--- config.mk ---
export PLATFORM = sky130hd
export DESIGN_NAME = arb_requester
export DESIGN_NICKNAME = d
export VERILOG_FILES = /design/src/rtl/arb_requester.sv
export SDC_FILE = /design/constraint.sdc
export NUM_CORES = 1
export LEC_CHECK = 0
export ABC_AREA = 1
export CORE_AREA = 4 4 72 74
export CTS_BUF_LIST = sky130_fd_sc_hd__clkbuf_4
export DETAILED_ROUTE_END_ITERATION = 12
export DIE_AREA = 0 0 76 78
export PLACE_DENSITY_LB_ADDON = 0.08
export SLEW_MARGIN = 20
export SYNTH_ARGS = -nofsm -noshare
export SYNTH_HDL_FRONTEND = slang
export SYNTH_SLANG_ARGS = --single-unit
--- constraint.sdc ---
create_clock -name clk -period 1.5 [get_ports clk]
set_input_delay 0.225 -clock clk [delete_from_list [all_inputs] [get_ports clk]]
set_output_delay 0.225 -clock clk [all_outputs]
set_load 0.02 [all_outputs]
--- src/rtl/arb_requester.sv ---
// Per-channel burst requester in front of an external fixed-priority arbiter.
// Optional per-channel starvation counters are enabled with ARB_REQUESTER_STARVE_EN.
module arb_requester #(
   parameter int NCH        = 4,
   parameter int LEN_W      = 4,
   parameter int STARVE_LIM = 16
) (
   input  logic                 clk,
   input  logic                 rst,
   input  logic [NCH-1:0]       cmd_valid,
   output logic [NCH-1:0]       cmd_ready,
   input  logic [NCH*LEN_W-1:0] cmd_len,
   output logic [NCH-1:0]       req,
   input  logic [NCH-1:0]       gnt,
   output logic [NCH-1:0]       beat,
   output logic [NCH-1:0]       done,
   output logic                 busy,
   output logic                 gnt_err,
   output logic [NCH-1:0]       starve
);

   // cmd_valid/cmd_ready: a command transfers on a cycle where both are high;
   // ready is high exactly while the channel is IDLE. req/gnt: req is registered,
   // gnt is the same-cycle answer and only a lone grant on a requesting channel counts.

   localparam logic [0:0] S_IDLE = 1'b0;
   localparam logic [0:0] S_REQ  = 1'b1;
   localparam int         RW     = LEN_W + 1;

   if (STARVE_LIM < 1) begin : g_bad_lim
      $error("STARVE_LIM must be at least 1");
   end

   logic [0:0]    state_q [NCH];
   logic [0:0]    state_d [NCH];
   logic [RW-1:0] rem_q   [NCH];
   logic [RW-1:0] rem_d   [NCH];
   logic          gnt_multi;
   logic          gnt_stray;
   logic [NCH-1:0] gnt_ok;
   logic [LEN_W-1:0] len_i;

   assign gnt_multi = (gnt & (gnt - NCH'(1))) != '0;
   assign gnt_stray = (gnt & ~req) != '0;
   // A multi-hot grant voids every bit; a stray bit is simply masked by req.
   assign gnt_ok    = (rst || gnt_multi) ? '0 : (gnt & req);
   assign gnt_err   = !rst && (gnt_multi || gnt_stray);
   assign beat      = gnt_ok;
   assign busy      = |req;

   always_comb begin
      len_i = '0;
      for (int i = 0; i < NCH; i++) begin
         state_d[i]   = state_q[i];
         rem_d[i]     = rem_q[i];
         req[i]       = (state_q[i] == S_REQ);
         cmd_ready[i] = (state_q[i] == S_IDLE);
         done[i]      = gnt_ok[i] && (rem_q[i] == RW'(1));
         len_i        = cmd_len[i*LEN_W +: LEN_W];
         case (state_q[i])
            S_IDLE: begin
               if (cmd_valid[i]) begin
                  state_d[i] = S_REQ;
                  // Length 0 stands for the full 2**LEN_W beats.
                  rem_d[i]   = (len_i == '0) ? {1'b1, {LEN_W{1'b0}}} : {1'b0, len_i};
               end
            end
            S_REQ: begin
               if (gnt_ok[i]) begin
                  rem_d[i] = rem_q[i] - RW'(1);
                  if (rem_q[i] == RW'(1)) state_d[i] = S_IDLE;
               end
            end
            default: state_d[i] = S_IDLE;
         endcase
      end
   end

   always_ff @(posedge clk) begin
      for (int i = 0; i < NCH; i++) begin
         if (rst) begin
            state_q[i] <= S_IDLE;
            rem_q[i]   <= '0;
         end else begin
            state_q[i] <= state_d[i];
            rem_q[i]   <= rem_d[i];
         end
      end
   end

`ifdef ARB_REQUESTER_STARVE_EN
   localparam int CW = $clog2(STARVE_LIM + 1);

   logic [CW-1:0] wait_q [NCH];
   logic [CW-1:0] wait_d [NCH];

   // Saturating wait count; any accepted grant or leaving REQ clears it.
   always_comb begin
      for (int i = 0; i < NCH; i++) begin
         wait_d[i] = '0;
         if (state_q[i] == S_REQ && !gnt_ok[i]) begin
            wait_d[i] = (wait_q[i] >= CW'(STARVE_LIM)) ? wait_q[i] : wait_q[i] + CW'(1);
         end
         starve[i] = (wait_q[i] >= CW'(STARVE_LIM));
      end
   end

   always_ff @(posedge clk) begin
      for (int i = 0; i < NCH; i++) begin
         if (rst) wait_q[i] <= '0;
         else     wait_q[i] <= wait_d[i];
      end
   end
`else
   assign starve = '0;
`endif

endmodule

==> results of run 1 <==
report_power, final:
group / switching [uW] / total [uW] / leakage, uW / internal (uW)
logic: 494 / 933 / 0.00137 / 439
clock network: 210 / 304 / 0.0000138 / 94.1
registers: 44.3 / 751 / 0.000203 / 707
through the flow:
step	worst slack (ps)	hold slack, ps	TNS (ps)	area (sq um)
6_report	-97.7	612	-205	3010
3_5_place_dp	-651	564	-8890	2810
5_1_grt	-194	593	-989	3010
3_3_place_gp	-639	554	-8330	2810
4_1_cts	-68.8	583	-160	2990
2_1_floorplan	146	294	0	2030
final cells by class:
type                       instances  area (sq um)  area share
clock buffer                       3          22.5     0.00749
inverter                          50           195      0.0649
multi-input combinational        236          1340       0.446
sequential                        24           495       0.165
tap                               54          67.6      0.0225
timing repair buffer             107           877       0.292
timing repair inverter             1          7.51     0.00250
sequential cells by signal (all words and copies together) (netlist names):
signal	count
rem_q	20
state_q	4
cells in the final DEF, fill, tap and decap left out, types with 2 or more instances in the layout:
cell and count:
buf_4 65, nand3_1 30, or2_2 2, nand3_4 4, inv_2 17, clkdlybuf4s15_1 2
a21oi_1 20, nand2_4 6, o21ai_1 2, nor2_1 35, clkinv_2 2, o21ai_0 11
ha_4 4, dfxtp_2 12, dfxtp_1 12, nand2_1 72, conb_1 4, ha_1 3
inv_1 29, inv_4 2, buf_6 5, nand2_2 11, nand4_1 6, clkbuf_4 3
dlygate4sd2_1 10, clkdlybuf4s50_1 20, nand3_2 4, buf_2 5, nor2_2 13, a21oi_2 2
worst max-delay path by stage:
stage,startpoint,endpoint
2_1_floorplan,state_q[3]$_SDFF_PP0_,gnt_err
3_3_place_gp,gnt[1],gnt_err
3_5_place_dp,gnt[2],gnt_err
4_1_cts,rem_q[3][1]$_SDFFE_PP0P_,done[3]
5_1_grt,rem_q[2][1]$_SDFFE_PP0P_,done[2]
6_report,rem_q[2][1]$_SDFFE_PP0P_,done[2]
layer usage:
layer,vias up,GRT usage
li1,1204,-
met1,979,0.233
met2,52,0.314
met3,4,0.0232
met4,0,0.0569
met5,-,0
critical path: cells and delay by family (launching register included):
kind | cells | cell delay (ps)
buffers and inverters | 3 | 300
and+or+nand+nor | 3 | 280
DFF | 1 | 350
adders and majority gates | 1 | 130
logic make-up after synthesis:
| kind of cell | count (synthesis) | synth area share |
|---|---|---|
| compound gates | 37 | 0.0931 |
| xor+xnor | 1 | 0.00435 |
| fa+ha+maj | 8 | 0.0497 |
| buf+inv | 63 | 0.140 |
| flops | 24 | 0.238 |
| other cells | 1 | 0.00186 |
| simple gates | 186 | 0.472 |
what timing repair did:
action	CTS	global route
gates cloned	1	0
gates resized for setup	91	16
setup endpoints to repair	18	17
buffers inserted	15	3
pin swaps	11	2
==> out/qor.yml, run 1 <==
status: "finished with violations"
violations: "negative setup slack"
root_buffer: "clkbuf_4"
ys_types: 26
cts_tree: "done"
path_clk_slew_ps: 140
finish.utilization: 0.654
yosys_warnings: 0
wl_um: 5440
worstPathRequired_ps: 1270
max-cap-violations: 0
skew_ps: 0.812
wl_met1_um: 2460
synth_area_sq_um: 2020
n_antenna_cell: 0
maxSlewViolCount: 0
layout.nets: 457
cp.arrival_ps: 1370
instances_no_fill: 475
fin_crit_sh: 1.07
synth-async-reset-ratio: 0
top_layer_used: "met4"
critical_path_class: "reg -> out"
worstPathMaxFanout: 2
drc: 0
yosysMostFrequentCell: "nand2_1"
synthFlopType: "dfxtp_1"
route.met2.wl_um: 2680
syn_inst: 320
grt_first_pass_wirelength_um: 9080
port_buffers: 43
r2r_cells: 9
setup_slack_ps: -97.7
min_from: "rem_q[1][2]$_SDFFE_PP0P_"
min_period_ps: 1600
grt_remaining_overflow: 0
cts_made_buffers: 3
total_leakage_power_uw: 0.00158
die_h_um: 78
dieWidth_um: 76
clock_latency_ps: 320
cp_slowest_cell: "dfxtp_2"
r2r_slack_ps: -20
fill_cells: 429
cts_hold_buffers: 0
synth_common_cells: "75 x nand2_1, 36 x nor2_1, 35 x inv_1"
crit_chain: "inv_2 -> ha_4 -> nand2_2 -> nor2_2 -> nand4_1 -> inv_1 -> buf_6"
initial_core_util: 0.438
pin_count: 48
cpPeakStageDelay_ps: 350
drive_gt1_frac: 0.382
r2r_end: "rem_q[1][4]$_SDFFE_PP0P_"
htree_levels: 1
rows: 25
synth_edf_count: 0
dpl.cell_count: 457
rsz0062_at_grt: "true"
cts_buffer_depth: 2
die_area_sq_um: 5930
viasPerCell: 4.71
core_sq_um: 4600
drtPass1Iterations: 4
hold_end: "rem_q[1][2]$_SDFFE_PP0P_"
endpoint_kind: "output port"
setup_viol: 5
r2r-start: "rem_q[1][1]$_SDFFE_PP0P_"
p_per_area_nw_per_um2: 662
ir_worst_vdd_uv: 361
area_growth_syn_to_layout_pct: 49.1
met3_length_um: 248
synth_top_cell_area_share: 0.238
holdPathStages: 4
postSynthAreaPerCell_sq_um: 6.30
hold_viol_final: 0
grt_max_degree: 13
netlist_top_cells_area: "dfxtp_1 24%, nand2_1 14%, nand3_1 7.4%, nor2_1 6.7%, inv_1 6.5%"
synth-seq-area-share: 0.238
grt_pass1_vias: 2093
antenna_found_initial: 0
drtIter0Drc: 83
hold_path_class: "reg -> reg"
start_kind: "register"
gp_congestion: 0.873
vias: 2239
total_power_uw: 1990
synth_top_cell_by_area: "dfxtp_1"
ant_nets: 0
routedWlPerCell_um: 11.4
grtUsageTotal: 0.182
ys_seq_elements: 24
max_freq_mhz: 626
post-dp-hpwl_um: 3890
clock-sinks: 24
Power figures use the tool's default switching activity.
==> run 2: changes to the inputs <==
CAP_MARGIN = 20   (was unset)
RECOVER_POWER = 100   (was unset)
==> run 2 against run 1 <==
The flow still finishes with violations (negative setup slack); routed wire length rose by 0.55%; clock skew hardly changed; cell count stayed put; core utilization shrank 0.57 points; count of clock-buffer cells in the layout is the same; critical path type unchanged.
==> out/qor.yml, run 2 (same netlist as run 1, synthesis figures left out) <==
grt_first_pass_wirelength_um: 9080  # unchanged
max_freq_mhz: 625  # -0.11%
total_power_uw: 1980  # -0.64%
status: "finished with violations"
maxSlewViolCount: 0  # unchanged
wl_um: 5470  # +0.55%
instances_no_fill: 475  # unchanged
skew_ps: 0.818  # +0.00566 ps
clock_latency_ps: 320  # about the same
layout.nets: 457  # unchanged
crit_chain: "inv_2 -> ha_4 -> nand2_2 -> nor2_2 -> nand4_1 -> inv_1 -> buf_6"
hold_viol_final: 0  # unchanged
largest_reg_flops: 20  # unchanged
worstPathMaxFanout: 2  # unchanged
cp.arrival_ps: 1370  # about the same
setup_viol: 6  # +1
clock-sinks: 24  # unchanged
max-cap-violations: 0  # unchanged
post-dp-hpwl_um: 3890  # unchanged
rows: 25  # unchanged
total_leakage_power_uw: 0.00158  # -0.53%
dieWidth_um: 76  # unchanged
viasPerCell: 4.70  # -0.27%
cts_tree: "done"
cts_made_buffers: 3  # unchanged
grt_pass1_vias: 2093  # unchanged
die_area_sq_um: 5930  # unchanged
gp_congestion: 0.873  # unchanged
cp_slowest_cell: "dfxtp_2"
core_sq_um: 4600  # unchanged
initial_core_util: 0.438  # unchanged
port_buffers: 43  # unchanged
cts_hold_buffers: 0  # unchanged
routedWlPerCell_um: 11.5  # +0.55%
grt_max_degree: 13  # unchanged
root_buffer: "clkbuf_4"
grt_remaining_overflow: 0  # unchanged
setup_slack_ps: -99.5  # -1.80 ps
p_per_area_nw_per_um2: 663  # +0.24%
drc: 0  # unchanged
n_antenna_cell: 0  # unchanged
drtPass1Iterations: 4  # unchanged
critical_path_class: "reg -> out"
ant_nets: 0  # unchanged
grtUsageTotal: 0.182  # unchanged
fin_crit_sh: 1.07  # +0.00120
cts_buffer_depth: 2  # unchanged
hold_path_class: "reg -> reg"
start_kind: "register"
rsz0062_at_grt: "true"
mostFrequentLayoutCell: "nand2_1"
reg.largest.list: "rem_q x20, state_q x4"
violations: "negative setup slack"
min_period_ps: 1600  # +1.80 ps
die_h_um: 78  # unchanged
dpl.cell_count: 457  # unchanged
htree_levels: 1  # unchanged
drive_gt1_frac: 0.354  # -0.0285
ir_worst_vdd_uv: 358  # -0.87%
top_register: "rem_q"
path_clk_slew_ps: 140  # about the same
endpoint_kind: "output port"
antenna_found_initial: 0  # unchanged
vias: 2233  # -0.27%
pin_count: 48  # unchanged
drtIter0Drc: 87  # +4.8%
layout_common_cells: "75 x nand2_1, 63 x buf_4, 35 x nor2_1, 32 x inv_1, 30 x nand3_1"
worstPathRequired_ps: 1270  # about the same
area_growth_syn_to_layout_pct: 47.8
cpPeakStageDelay_ps: 350  # about the same
run 2: cell type report:
cell class	instances	area [sq um]
flip-flops and latches	24	489
inverters	50	193
clock buffers	3	22.5
fillers	437	1620
well taps	54	67.6
repair buffers	107	872
multi-input cells	236	1330
repair inverters	1	7.51
run 2: where the power goes:
group          switching (uW)  leakage, uW  internal, uW
clock                     211    0.0000138          94.1
combinational             491      0.00136           433
sequential               42.1     0.000201           704
run 2: metrics by stage:
step / cell area, sq um / hold slack [ps] / util / worst slack, ps / TNS [ps]
final: 2980 / 612 / 0.648 / -99.5 / -275
after global routing: 2980 / 609 / 0.648 / -194 / -1530
after CTS: 2990 / 583 / 0.651 / -68.8 / -160
after detailed placement: 2810 / 564 / 0.611 / -651 / -8890
after global placement: 2810 / 554 / 0.611 / -639 / -8330
after floorplan: 2030 / 294 / - / 146 / 0
run 2: worst max-delay path: cells and delay by family, from the launching register on:
kind	cells	cell delay (ps)
fa+ha+maj	1	130
flops	1	350
simple gates	3	280
buf+inv	3	300
run 2: worst paths after layout:
| check | start | to | slack (ps) | depth (start not counted) |
|---|---|---|---|---|
| max | rem_q[2][1]$_SDFFE_PP0P_ | done[2] | -100 | 7 |
| min | rem_q[1][2]$_SDFFE_PP0P_ | rem_q[1][2]$_SDFFE_PP0P_ | 610 | 4 |
| max reg2reg | rem_q[1][1]$_SDFFE_PP0P_ | rem_q[1][4]$_SDFFE_PP0P_ | -40 | 9 |
| min reg2reg | rem_q[1][2]$_SDFFE_PP0P_ | rem_q[1][2]$_SDFFE_PP0P_ | 610 | 4 |
run 2: what timing repair did:
item,in CTS,in global routing
cloned,1,0
pin swaps,11,2
setup buffers,15,3
endpoints found under the hold margin,0,0
endpoints found under the setup margin,18,17
gates resized for setup,91,16
run 2: layer usage:
layer / global-route usage / share of wire / vias up
met5: 0 / 0 / -
met4: 0.0569 / 0.0080 / 0
met3: 0.0232 / 0.037 / 4
met2: 0.314 / 0.49 / 46
met1: 0.233 / 0.46 / 977
li1: - / - / 1206
==> run 3: changes to the inputs <==
clock period = 1.8 ns   (was 1.5 ns; I/O delays follow)
==> run 3 against run 2 <==
The flow now finishes without violations; via count shrank 9.6%; sequential cell count is the same; first-iteration DRC count shrank 32%; core utilization shrank 9.5 points; largest cell class unchanged.
==> out/qor.yml, run 3 (same netlist as run 1, synthesis figures left out) <==
status: "complete, no violations"
final_area_sq_um: 2540  # -15%
viasPerCell: 4.69  # -0.17%
critical_path_class: "in -> out"
cp.arrival_ps: 1440  # +70 ps
largest_reg_flops: 20  # unchanged
crit_chain: "clkdlybuf4s50_1 -> inv_4 -> nand3_4 -> inv_1 -> dlygate4sd2_1"
cts_tree: "done"
cts_hold_buffers: 0  # unchanged
holdPathStages: 2  # -2
post-dp-hpwl_um: 3720  # -4.4%
min_period_ps: 1710
clock-sinks: 24  # unchanged
rows: 25  # unchanged
skew_ps: 14.3  # +13.4 ps
drtPass1Iterations: 4  # unchanged
htree_levels: 1  # unchanged
grt_first_pass_wirelength_um: 8220  # -9.4%
p_per_area_nw_per_um2: 649  # -2.2%
gp_congestion: 0.820  # -6.0%
post_dp_cell_area_sq_um: 2580  # -8.3%
fill_cells: 500  # +14%
root_buffer: "clkbuf_4"
max_freq_mhz: 585
die_h_um: 78  # unchanged
max-cap-violations: 0  # unchanged
layout.nets: 411  # -10%
area_growth_syn_to_layout_pct: 26.1
clock_latency_ps: 330  # about the same
worstPathMaxFanout: 11  # +9
initial_core_util: 0.438  # unchanged
mostFrequentLayoutCell: "nand2_1"
path_clk_slew_ps: 160  # +20 ps
total_leakage_power_uw: 0.00135  # -15%
core_sq_um: 4600  # unchanged
worstPathRequired_ps: 1530  # +260 ps
grt_max_degree: 15  # +2
pin_count: 48  # unchanged
dieWidth_um: 76  # unchanged
setup_slack_ps: 90.8  # +190 ps
reg.largest.list: "rem_q x20, state_q x4"
crit_cells: 5  # -2
instances_no_fill: 430  # -9.5%
drc: 0  # unchanged
start_kind: "input port"
dpl.cell_count: 426  # -6.8%
antenna_found_initial: 0  # unchanged
post-cts-setup-buffer-count: 0  # -15
endpoint_kind: "output port"
routedWlPerCell_um: 11.0  # -4.3%
cts_buffer_depth: 2  # unchanged
die_area_sq_um: 5930  # unchanged
cp_slowest_cell: "clkdlybuf4s50_1"
wl_um: 4740  # -13%
hold_viol_final: 0  # unchanged
setup_viol: 0  # -6
grtUsageTotal: 0.164  # -0.0180
drive_gt1_frac: 0.194  # -0.160
grt_remaining_overflow: 0  # unchanged
top_register: "rem_q"
cp_num_buf_inv: 4  # +1
hold_path_class: "reg -> reg"
place_ws_ps: -407  # +244 ps
layout_common_cells: "75 x nand2_1, 39 x inv_1, 36 x nor2_1, 30 x nand3_1"
n_antenna_cell: 0  # unchanged
fin_crit_sh: 0.950
ant_nets: 0  # unchanged
port_buffers: 43  # unchanged
grt_pass1_vias: 1880  # -10%
cts_made_buffers: 3  # unchanged
ir_worst_vdd_uv: 291  # -19%
crit_family: "buffers and inverters"
vias: 2018  # -9.6%
rsz0062_at_grt: "false"
cpPeakStageDelay_ps: 480  # +130 ps
r2r_cells: 9  # unchanged
maxSlewViolCount: 0  # unchanged
drtIter0Drc: 59  # -32%
run 3: changes by cell type in the layout (fill, tap and decap cells not counted), sizes merged:
cell | previous run | this run
buf | 72 | 18
clkbuf | 6 | 15
clkdlybuf4s15 | 2 | 0
bufinv | 0 | 1
clkdlybuf4s50 | 20 | 21
clkinv | 3 | 2
clkinvlp | 1 | 0
dlygate4sd2 | 10 | 11
inv | 47 | 48
run 3: cell type report:
type	instances	area [sq um]	area share
Clock inverter	1	30.0	0.0118
Clock buffer	3	22.5	0.00886
Tap cell	54	67.6	0.0266
Sequential cell	24	483	0.190
Timing Repair Buffer	62	483	0.190
Inverter	50	193	0.0758
Multi-Input combinational cell	236	1260	0.497
run 3: worst min-delay path: stages, from the launching register on:
cell and delay (ps):
dfxtp_2 380, nand2_1 70, a21oi_1 60
run 3: per-stage QoR:
| stage | hold WS [ps] | util | setup TNS [ps] | power, uW |
|---|---|---|---|---|
| 5_1_grt | 540 | 0.553 | 0 | 1780 |
| 4_1_cts | 514 | 0.569 | 0 | 1680 |
| 3_3_place_gp | 535 | 0.561 | -3360 | 1280 |
| 2_1_floorplan | 339 | - | 0 | 1080 |
| 6_report | 524 | 0.553 | 0 | 1650 |
| 3_5_place_dp | 532 | 0.561 | -3360 | 1280 |
run 3: timing repair:
item | CTS | global route
gates resized for setup | 29 | 13
pin swaps | 1 | 0
endpoints found under the setup margin | 13 | 10
gates cloned | 0 | 0
hold endpoints to repair | 0 | 0
run 3: report_power, final:
part | switching [uW] | internal [uW]
clock | 185 | 225
sequential | 42.5 | 585
combinational | 357 | 256
run 3: layer usage:
layer | global-route usage | up-vias | wire length, um
met1 | 0.218 | 866 | 2340
met4 | 0.0480 | 0 | 45
met5 | 0 | - | 0
li1 | - | 1112 | -
met2 | 0.274 | 36 | 2180
met3 | 0.0232 | 4 | 168
run 3: final timing paths:
kind | start | end | slack, ps
setup / recovery | rst | beat[2] | 90
hold / removal | state_q[0]$_SDFF_PP0_ | state_q[0]$_SDFF_PP0_ | 520
setup reg to reg | rem_q[3][1]$_SDFFE_PP0P_ | rem_q[3][2]$_SDFFE_PP0P_ | 450
hold reg to reg | state_q[0]$_SDFF_PP0_ | state_q[0]$_SDFF_PP0_ | 520
